[config.mk]
export PLATFORM = sky130hd
export DESIGN_NAME = ps2_host_tx
export DESIGN_NICKNAME = d
export VERILOG_FILES = /design/src/rtl/ps2_pkg.sv /design/src/rtl/ps2_line_sync.sv /design/src/rtl/ps2_host_tx.sv
export SDC_FILE = /design/constraint.sdc
export NUM_CORES = 1
export LEC_CHECK = 0
export ABC_AREA = 1
export BUFFER_PORTS_ARGS = -buffer_cell sky130_fd_sc_hd__buf_2
export CORE_UTILIZATION = 30
export DETAILED_ROUTE_END_ITERATION = 16
export PLACE_DENSITY = 0.58
export SYNTH_ARGS = -nofsm -noshare
export SYNTH_HDL_FRONTEND = slang
export SYNTH_SLANG_ARGS = --single-unit
[constraint.sdc]
create_clock -name clk -period 1.7 [get_ports clk]
set_input_delay 0.34 -clock clk [delete_from_list [all_inputs] [get_ports clk]]
set_output_delay 0.34 -clock clk [all_outputs]
set_load 0.05 [all_outputs]
[src/rtl/ps2_pkg.sv]
// Shared PS/2 definitions: FSM states, command bytes, parity helper.
package ps2_pkg;

  typedef logic [2:0] state_t;

  localparam state_t S_IDLE    = 3'd0;
  localparam state_t S_INHIBIT = 3'd1;
  localparam state_t S_REQUEST = 3'd2;
  localparam state_t S_SHIFT   = 3'd3;
  localparam state_t S_ACK     = 3'd4;
  localparam state_t S_RELEASE = 3'd5;

  localparam logic [7:0] PS2_CMD_SET_LEDS = 8'hED;
  localparam logic [7:0] PS2_CMD_ENABLE   = 8'hF4;
  localparam logic [7:0] PS2_CMD_RESET    = 8'hFF;
  localparam logic [7:0] PS2_ACK          = 8'hFA;

  function automatic logic odd_parity(input logic [7:0] b);
    return ~^b;
  endfunction

endpackage

[src/rtl/ps2_line_sync.sv]
// PS/2 pin synchronizer with clock falling-edge strobe.
// Define PS2_TX_FILTER_EN to add a glitch filter on the clock line.
module ps2_line_sync #(
  parameter int unsigned FILTER_CYCLES = 8
) (
  input  logic clk_i,
  input  logic rst_i,
  input  logic clk_line_i,
  input  logic data_line_i,
  output logic clk_o,
  output logic data_o,
  output logic clk_fall_o
);

  logic [1:0] clk_sync_q;
  logic [1:0] data_sync_q;
  logic       lvl;
  logic       prev_q;

  if (FILTER_CYCLES == 0) begin : g_bad_filter
    $error("FILTER_CYCLES must be at least 1");
  end

  // Idle PS/2 lines float high, so reset to 1 avoids a false edge
  always_ff @(posedge clk_i or posedge rst_i) begin
    if (rst_i) begin
      clk_sync_q  <= 2'b11;
      data_sync_q <= 2'b11;
      prev_q      <= 1'b1;
    end else begin
      clk_sync_q  <= {clk_sync_q[0], clk_line_i};
      data_sync_q <= {data_sync_q[0], data_line_i};
      prev_q      <= lvl;
    end
  end

`ifdef PS2_TX_FILTER_EN
  localparam int unsigned FW =
    (FILTER_CYCLES > 1) ? $clog2(FILTER_CYCLES) : 1;
  localparam logic [FW-1:0] FLT_TC = FW'(FILTER_CYCLES - 1);

  logic [FW-1:0] flt_cnt_q;
  logic [FW-1:0] flt_cnt_d;
  logic          flt_q;
  logic          flt_d;

  always_comb begin
    flt_d     = flt_q;
    flt_cnt_d = '0;
    if (clk_sync_q[1] != flt_q) begin
      if (flt_cnt_q == FLT_TC) flt_d = clk_sync_q[1];
      else flt_cnt_d = flt_cnt_q + 1'b1;
    end
  end

  always_ff @(posedge clk_i or posedge rst_i) begin
    if (rst_i) begin
      flt_q     <= 1'b1;
      flt_cnt_q <= '0;
    end else begin
      flt_q     <= flt_d;
      flt_cnt_q <= flt_cnt_d;
    end
  end

  assign lvl = flt_q;
`else
  assign lvl = clk_sync_q[1];
`endif

  assign clk_o      = lvl;
  assign data_o     = data_sync_q[1];
  assign clk_fall_o = prev_q & ~lvl;

endmodule

[src/rtl/ps2_host_tx.sv]
// PS/2 host-to-device command transmitter (open-drain drive-low outputs).
// Optional PS2_TX_FILTER_EN enables clock-line glitch filtering in ps2_line_sync.
module ps2_host_tx
  import ps2_pkg::*;
#(
  parameter int unsigned CLK_HZ        = 74_250_000,
  parameter int unsigned INHIBIT_US    = 120,
  parameter int unsigned TIMEOUT_US    = 15_000,
  parameter int unsigned FILTER_CYCLES = 8
) (
  input  logic       clk,
  input  logic       reset,
  input  logic       command_valid,
  output logic       command_ready,
  input  logic [7:0] command_byte,
  input  logic       ps2_clk_in,
  input  logic       ps2_data_in,
  output logic       ps2_clk_drive_low,
  output logic       ps2_data_drive_low,
  output logic       busy,
  output logic       result_valid,
  output logic       result_error
);

  localparam longint unsigned INH_CYC =
    (64'(CLK_HZ) * 64'(INHIBIT_US)) / 64'd1_000_000;
  localparam longint unsigned TMO_CYC =
    (64'(CLK_HZ) * 64'(TIMEOUT_US)) / 64'd1_000_000;
  localparam longint unsigned CNT_MAX =
    (INH_CYC > TMO_CYC) ? INH_CYC : TMO_CYC;
  localparam int unsigned CW = $clog2(CNT_MAX);
  localparam logic [CW-1:0] INH_TC = CW'(INH_CYC - 64'd1);
  localparam logic [CW-1:0] TMO_TC = CW'(TMO_CYC - 64'd1);

  state_t        state_q, state_d;
  logic [CW-1:0] cnt_q, cnt_d;
  logic [3:0]    bit_n_q, bit_n_d;
  logic [7:0]    byte_q, byte_d;
  logic          par_q, par_d;
  logic          clk_lo_q, clk_lo_d;
  logic          dat_lo_q, dat_lo_d;
  logic          nack_q, nack_d;
  logic          rv_q, rv_d;
  logic          re_q, re_d;

  logic clk_s, data_s, clk_fall;
  logic in_xfer, timed_out;

  ps2_line_sync #(
    .FILTER_CYCLES(FILTER_CYCLES)
  ) u_sync (
    .clk_i      (clk),
    .rst_i      (reset),
    .clk_line_i (ps2_clk_in),
    .data_line_i(ps2_data_in),
    .clk_o      (clk_s),
    .data_o     (data_s),
    .clk_fall_o (clk_fall)
  );

  assign in_xfer = (state_q == S_SHIFT) ||
                   (state_q == S_ACK)   ||
                   (state_q == S_RELEASE);
  assign timed_out = in_xfer && (cnt_q == TMO_TC);

  always_comb begin
    state_d  = state_q;
    cnt_d    = cnt_q;
    bit_n_d  = bit_n_q;
    byte_d   = byte_q;
    par_d    = par_q;
    clk_lo_d = clk_lo_q;
    dat_lo_d = dat_lo_q;
    nack_d   = nack_q;
    rv_d     = 1'b0;
    re_d     = re_q;
    unique case (state_q)
      S_IDLE: begin
        if (command_valid) begin
          byte_d   = command_byte;
          par_d    = odd_parity(command_byte);
          clk_lo_d = 1'b1;
          cnt_d    = '0;
          state_d  = S_INHIBIT;
        end
      end
      S_INHIBIT: begin
        if (cnt_q == INH_TC) begin
          dat_lo_d = 1'b1;
          state_d  = S_REQUEST;
        end else begin
          cnt_d = cnt_q + 1'b1;
        end
      end
      S_REQUEST: begin
        clk_lo_d = 1'b0;
        cnt_d    = '0;
        bit_n_d  = '0;
        state_d  = S_SHIFT;
      end
      S_SHIFT: begin
        cnt_d = cnt_q + 1'b1;
        if (clk_fall) begin
          bit_n_d = bit_n_q + 4'd1;
          if (bit_n_q < 4'd8) begin
            dat_lo_d = ~byte_q[bit_n_q[2:0]];
          end else if (bit_n_q == 4'd8) begin
            dat_lo_d = ~par_q;
          end else begin
            dat_lo_d = 1'b0;
            state_d  = S_ACK;
          end
        end
      end
      S_ACK: begin
        cnt_d = cnt_q + 1'b1;
        if (clk_fall) begin
          nack_d  = data_s;
          state_d = S_RELEASE;
        end
      end
      S_RELEASE: begin
        cnt_d = cnt_q + 1'b1;
        if (clk_s && data_s) begin
          rv_d    = 1'b1;
          re_d    = nack_q;
          state_d = S_IDLE;
        end
      end
      default: state_d = S_IDLE;
    endcase
    // Timeout wins over any same-cycle edge or completion
    if (timed_out) begin
      clk_lo_d = 1'b0;
      dat_lo_d = 1'b0;
      rv_d     = 1'b1;
      re_d     = 1'b1;
      state_d  = S_IDLE;
    end
  end

  always_ff @(posedge clk or posedge reset) begin
    if (reset) begin
      state_q  <= S_IDLE;
      cnt_q    <= '0;
      bit_n_q  <= '0;
      byte_q   <= '0;
      par_q    <= 1'b0;
      clk_lo_q <= 1'b0;
      dat_lo_q <= 1'b0;
      nack_q   <= 1'b0;
      rv_q     <= 1'b0;
      re_q     <= 1'b0;
    end else begin
      state_q  <= state_d;
      cnt_q    <= cnt_d;
      bit_n_q  <= bit_n_d;
      byte_q   <= byte_d;
      par_q    <= par_d;
      clk_lo_q <= clk_lo_d;
      dat_lo_q <= dat_lo_d;
      nack_q   <= nack_d;
      rv_q     <= rv_d;
      re_q     <= re_d;
    end
  end

  assign command_ready      = (state_q == S_IDLE);
  assign busy               = (state_q != S_IDLE);
  assign ps2_clk_drive_low  = clk_lo_q;
  assign ps2_data_drive_low = dat_lo_q;
  assign result_valid       = rv_q;
  assign result_error       = re_q;

endmodule

==> metrics.md <==
| Metric | Value |
|---|---|
| Routed Antenna Nets | `0` |
| WS Path Type | `reg -> reg` |
| Core area | `9280 µm²` |
| Via count | `about 2700` |
| Top cells by area, synth | `dfrtp_1, nand2_1, nand3_1, inv_1, nor2_1` |
| Reg2reg start | `cnt_q[1]` |
| Leakage | `1.58 nW` |
| Post-synthesis sequential area ratio | `40.9%` |
| Final Critical Period | `1.72 ns` |
| Row count | `35` |
| Failing checks | `negative setup slack` |
| DRC | `0` |
| Worst path max stage delay | `around 0.40 ns` |
| Syn Inst Count | `~410` |
| Die Wd | `100 µm` |
| Pin count of the biggest net entering global routing | `32` |
| Top Ports | `19` |
| Total chip power | `0.00438 W` |
| Diodes inserted | `0` |
| CTS root buf | `clkbuf_8` |
| Setup crit start kind | `flop` |
| Placed Instances | `566` |
| RSZ-0062 raised after global routing | `yes` |
| Crit-path cells | `inv_2 -> ha_4 -> nand2_2 -> inv_2 -> nand2_2 -> nor2_2 -> nand3_2 -> o21bai_4 -> clkbuf_16 -> nand2_1 -> o21ai_1` |
| Worst path required time | `~1.9 ns` |
| CTS clk-pin slew, worst paths | `about 0.10 ns` |
| Worst-Skew Late Latency | `0.31 ns` |
| GPL Wtd Cong | `about 0.86` |
| Status | `complete, but fails checks` |
| Setup crit start | `cnt_q[1]` |
| Worst slew margin | `73.6%` |
| Largest buffer count on any clock path | `2` |
| Post-DR wirelength/cell | `between 10 and 15 µm` |
| Vias in the first global route | `2539` |
| Max_cap viols | `0` |
| Max layer used | `met4` |
| Die H | `~100 µm` |
| Port bufs | `18` |
| Yosys top cell area share | `36.3%` |
| WHS | `0.0109 ns` |
| Clock Skew | `0.00468 ns` |
| Fin nets | `467` |
| Synthesized area per cell | `6.98 µm²` |
| H-tree Lvls | `2` |
| TritonCTS clock tree | `yes` |
| Starting Density | `a little under a third` |
| Detailed placer's ending HPWL | `5.00 mm` |
| Synthesized area | `2890 µm²` |
| GRT Overall Usage | `14.4%` |
| Share of layout cells above drive strength 1 | `between 20% and 30%` |
| Starting DRT DRC Count | `about 130` |
| Net Count, Synth | `431` |
| Fin. max-slew vios | `0` |
| Post-Route M1 WL | `3.39 mm` |
| IR drop worst, VDD | `just over 0.6 mV` |
| DR pass1 iterations | `4` |
| TritonCTS Sinks | `47` |
| Initial antenna violation count | `0` |
| Cell taking the most area after synthesis | `dfrtp_1` |
| Synth-to-Final Area Change | `20.3%` |
| Die footprint | `roughly 10000 µm²` |
| Fillers | `between 1000 and 1500` |
| CTS buffer count | `5` |
| Period utilisation layout | `101%` |
| Power per Cell Area | `1260 nW/µm²` |
| CP max FO | `8` |
| Final worst slack | `-0.0186 ns` |
| Final setup fails | `6` |
| First-pass GRT wire length | `11.5 mm` |
| Layout Utilization | `37.5%` |
| Final hold vios | `0` |
| HP Class | `in -> async` |
| Yosys warnings | `0` |
| Drt via density | `between 4 and 5` |
| Measured slew at the worst slew-check pin | `about 0.4 ns` |
| DR WL met3 | `220 µm` |
| Setup crit end kind | `flop` |
| Total Wirelength | `6.96 mm` |
| Synth async-reset ratio | `100%` |
| Total gr overflow | `0` |
| Top_reg_cell synth | `dfrtp_1` |
| Hold buffers post-CTS | `0` |
| Yosys cell types | `32` |
| Met2 WL | `3.25 mm` |
| Arrival time worst endpoint | `1.96 ns` |
| Flops & latches, synth | `47` |
| Slowest-stage cell, CP | `dfrtp_1` |
| Layout Cells excl Fill | `between 500 and 600` |
| Fmax | `582 MHz` |
| Reg2reg setup slack | `-0.02 ns` |
| EDFF count, synth | `0` |
Yosys cell counts, drive strengths merged (4+ instances only):
cell,n
nand2,135
inv,52
nand3,49
nor2,49
dfrtp,42
o21ai,36
nor3,8
buf,6
a21oi,5
dfstp,5
xnor2,5
xor2,5
ha,4
nand4,4
area by class of cell:
type                       instances  area, µm²  area share, %
inverter                          52        195           5.61
multi-input combinational        308       1520           43.6
clock inverter                     3       47.5           1.37
tap                              129        161           4.64
sequential                        47       1190           34.2
clock buffer                       5       68.8           1.98
timing repair buffer              36        298           8.56
sequential cells by signal, indices dropped and copies added, names as in the netlist:
signal              count
nack_q                  1
u_sync.data_sync_q      2
state_q                 3
cnt_q                  21
byte_q                  8
ps2_data_drive_low      1
ps2_clk_drive_low       1
par_q                   1
result_error            1
u_sync.prev_q           1
bit_n_q                 4
result_valid            1
u_sync.clk_sync_q       2
critical path: cells and delay by family (launching register included):
kind	cells	cell delay, ns
buffers and inverters	3	0.37
adder cells (fa/ha/maj)	1	0.15
flip-flops	1	0.40
AND/OR/NAND/NOR	5	0.35
AO/OA/AOI/OAI	2	0.37
path summary, 6_finish.rpt:
| path | cells after the start | endpoint |
|---|---|---|
| min reg2reg | 0 | u_sync.data_sync_q[1] |
| max reg2reg | 11 | cnt_q[12] |
| min in group clk | 1 | u_sync.clk_sync_q[0] |
| min | 2 | bit_n_q[2] |
| max | 11 | cnt_q[12] |
| max in group asynchronous | 3 | u_sync.prev_q |
power by group:
group / total [W] / switching (W) / leakage, nW / internal (W)
clock: 0.000863 / 0.000417 / 0.0587 / 0.000446
sequential: 0.00151 / 0.000154 / 0.601 / 0.00136
combinational: 0.00201 / 0.00128 / 0.920 / 0.000726
stage by stage:
stage / worst slack [ns] / setup TNS, ns / cell area [µm²]
after CTS: 0.0167 / 0 / 3330
after global placement: 0.155 / 0 / 3210
final: -0.0186 / -0.0851 / 3480
after global routing: -0.103 / -1.78 / 3480
after detailed placement: 0.0682 / 0 / 3210
after floorplan: -0.115 / -1.03 / 2900
layout by cell type (no fill, tap or decap), types with 2 or more instances in the layout:
| cell type | n |
|---|---|
| nand2_1 | 123 |
| nand3_1 | 48 |
| inv_1 | 44 |
| nor2_1 | 41 |
| dfrtp_1 | 37 |
| o21ai_0 | 23 |
| buf_2 | 16 |
| buf_4 | 14 |
| nand2_2 | 12 |
| o21ai_1 | 12 |
| inv_2 | 8 |
| nor2_2 | 6 |
| nor3_1 | 5 |
| a21oi_1 | 5 |
| xor2_1 | 5 |
| xnor2_1 | 5 |
| clkbuf_8 | 5 |
| dfrtp_2 | 5 |
| dfstp_2 | 5 |
| nand4_1 | 3 |
| ha_1 | 3 |
| nor2_4 | 2 |
| nor3_2 | 2 |
| or2_2 | 2 |
| clkbuf_16 | 2 |
| buf_6 | 2 |
| buf_12 | 2 |
logic make-up after synthesis:
group / Yosys count / share of synthesized area, %
XOR/XNOR: 10 / 3.03
adder cells (fa/ha/maj): 4 / 1.73
AND/OR/NAND/NOR: 250 / 37.6
buffers and inverters: 59 / 8.57
flip-flops: 47 / 40.9
AO/OA/AOI/OAI: 44 / 8.22
repair_timing:
action,CTS,global route
setup endpoints to repair,1,27
pin swaps,0,8
gates resized for setup,1,35
setup buffers,0,3
gates cloned,0,3
routing by layer:
metal | global-route usage, % | vias to the layer above
li1 | - | 1378
met1 | 18.8 | 1247
met2 | 24.5 | 40
met3 | 2.44 | 9
met4 | 4.24 | 0
met5 | 0 | -
Power figures use the tool's default switching activity.
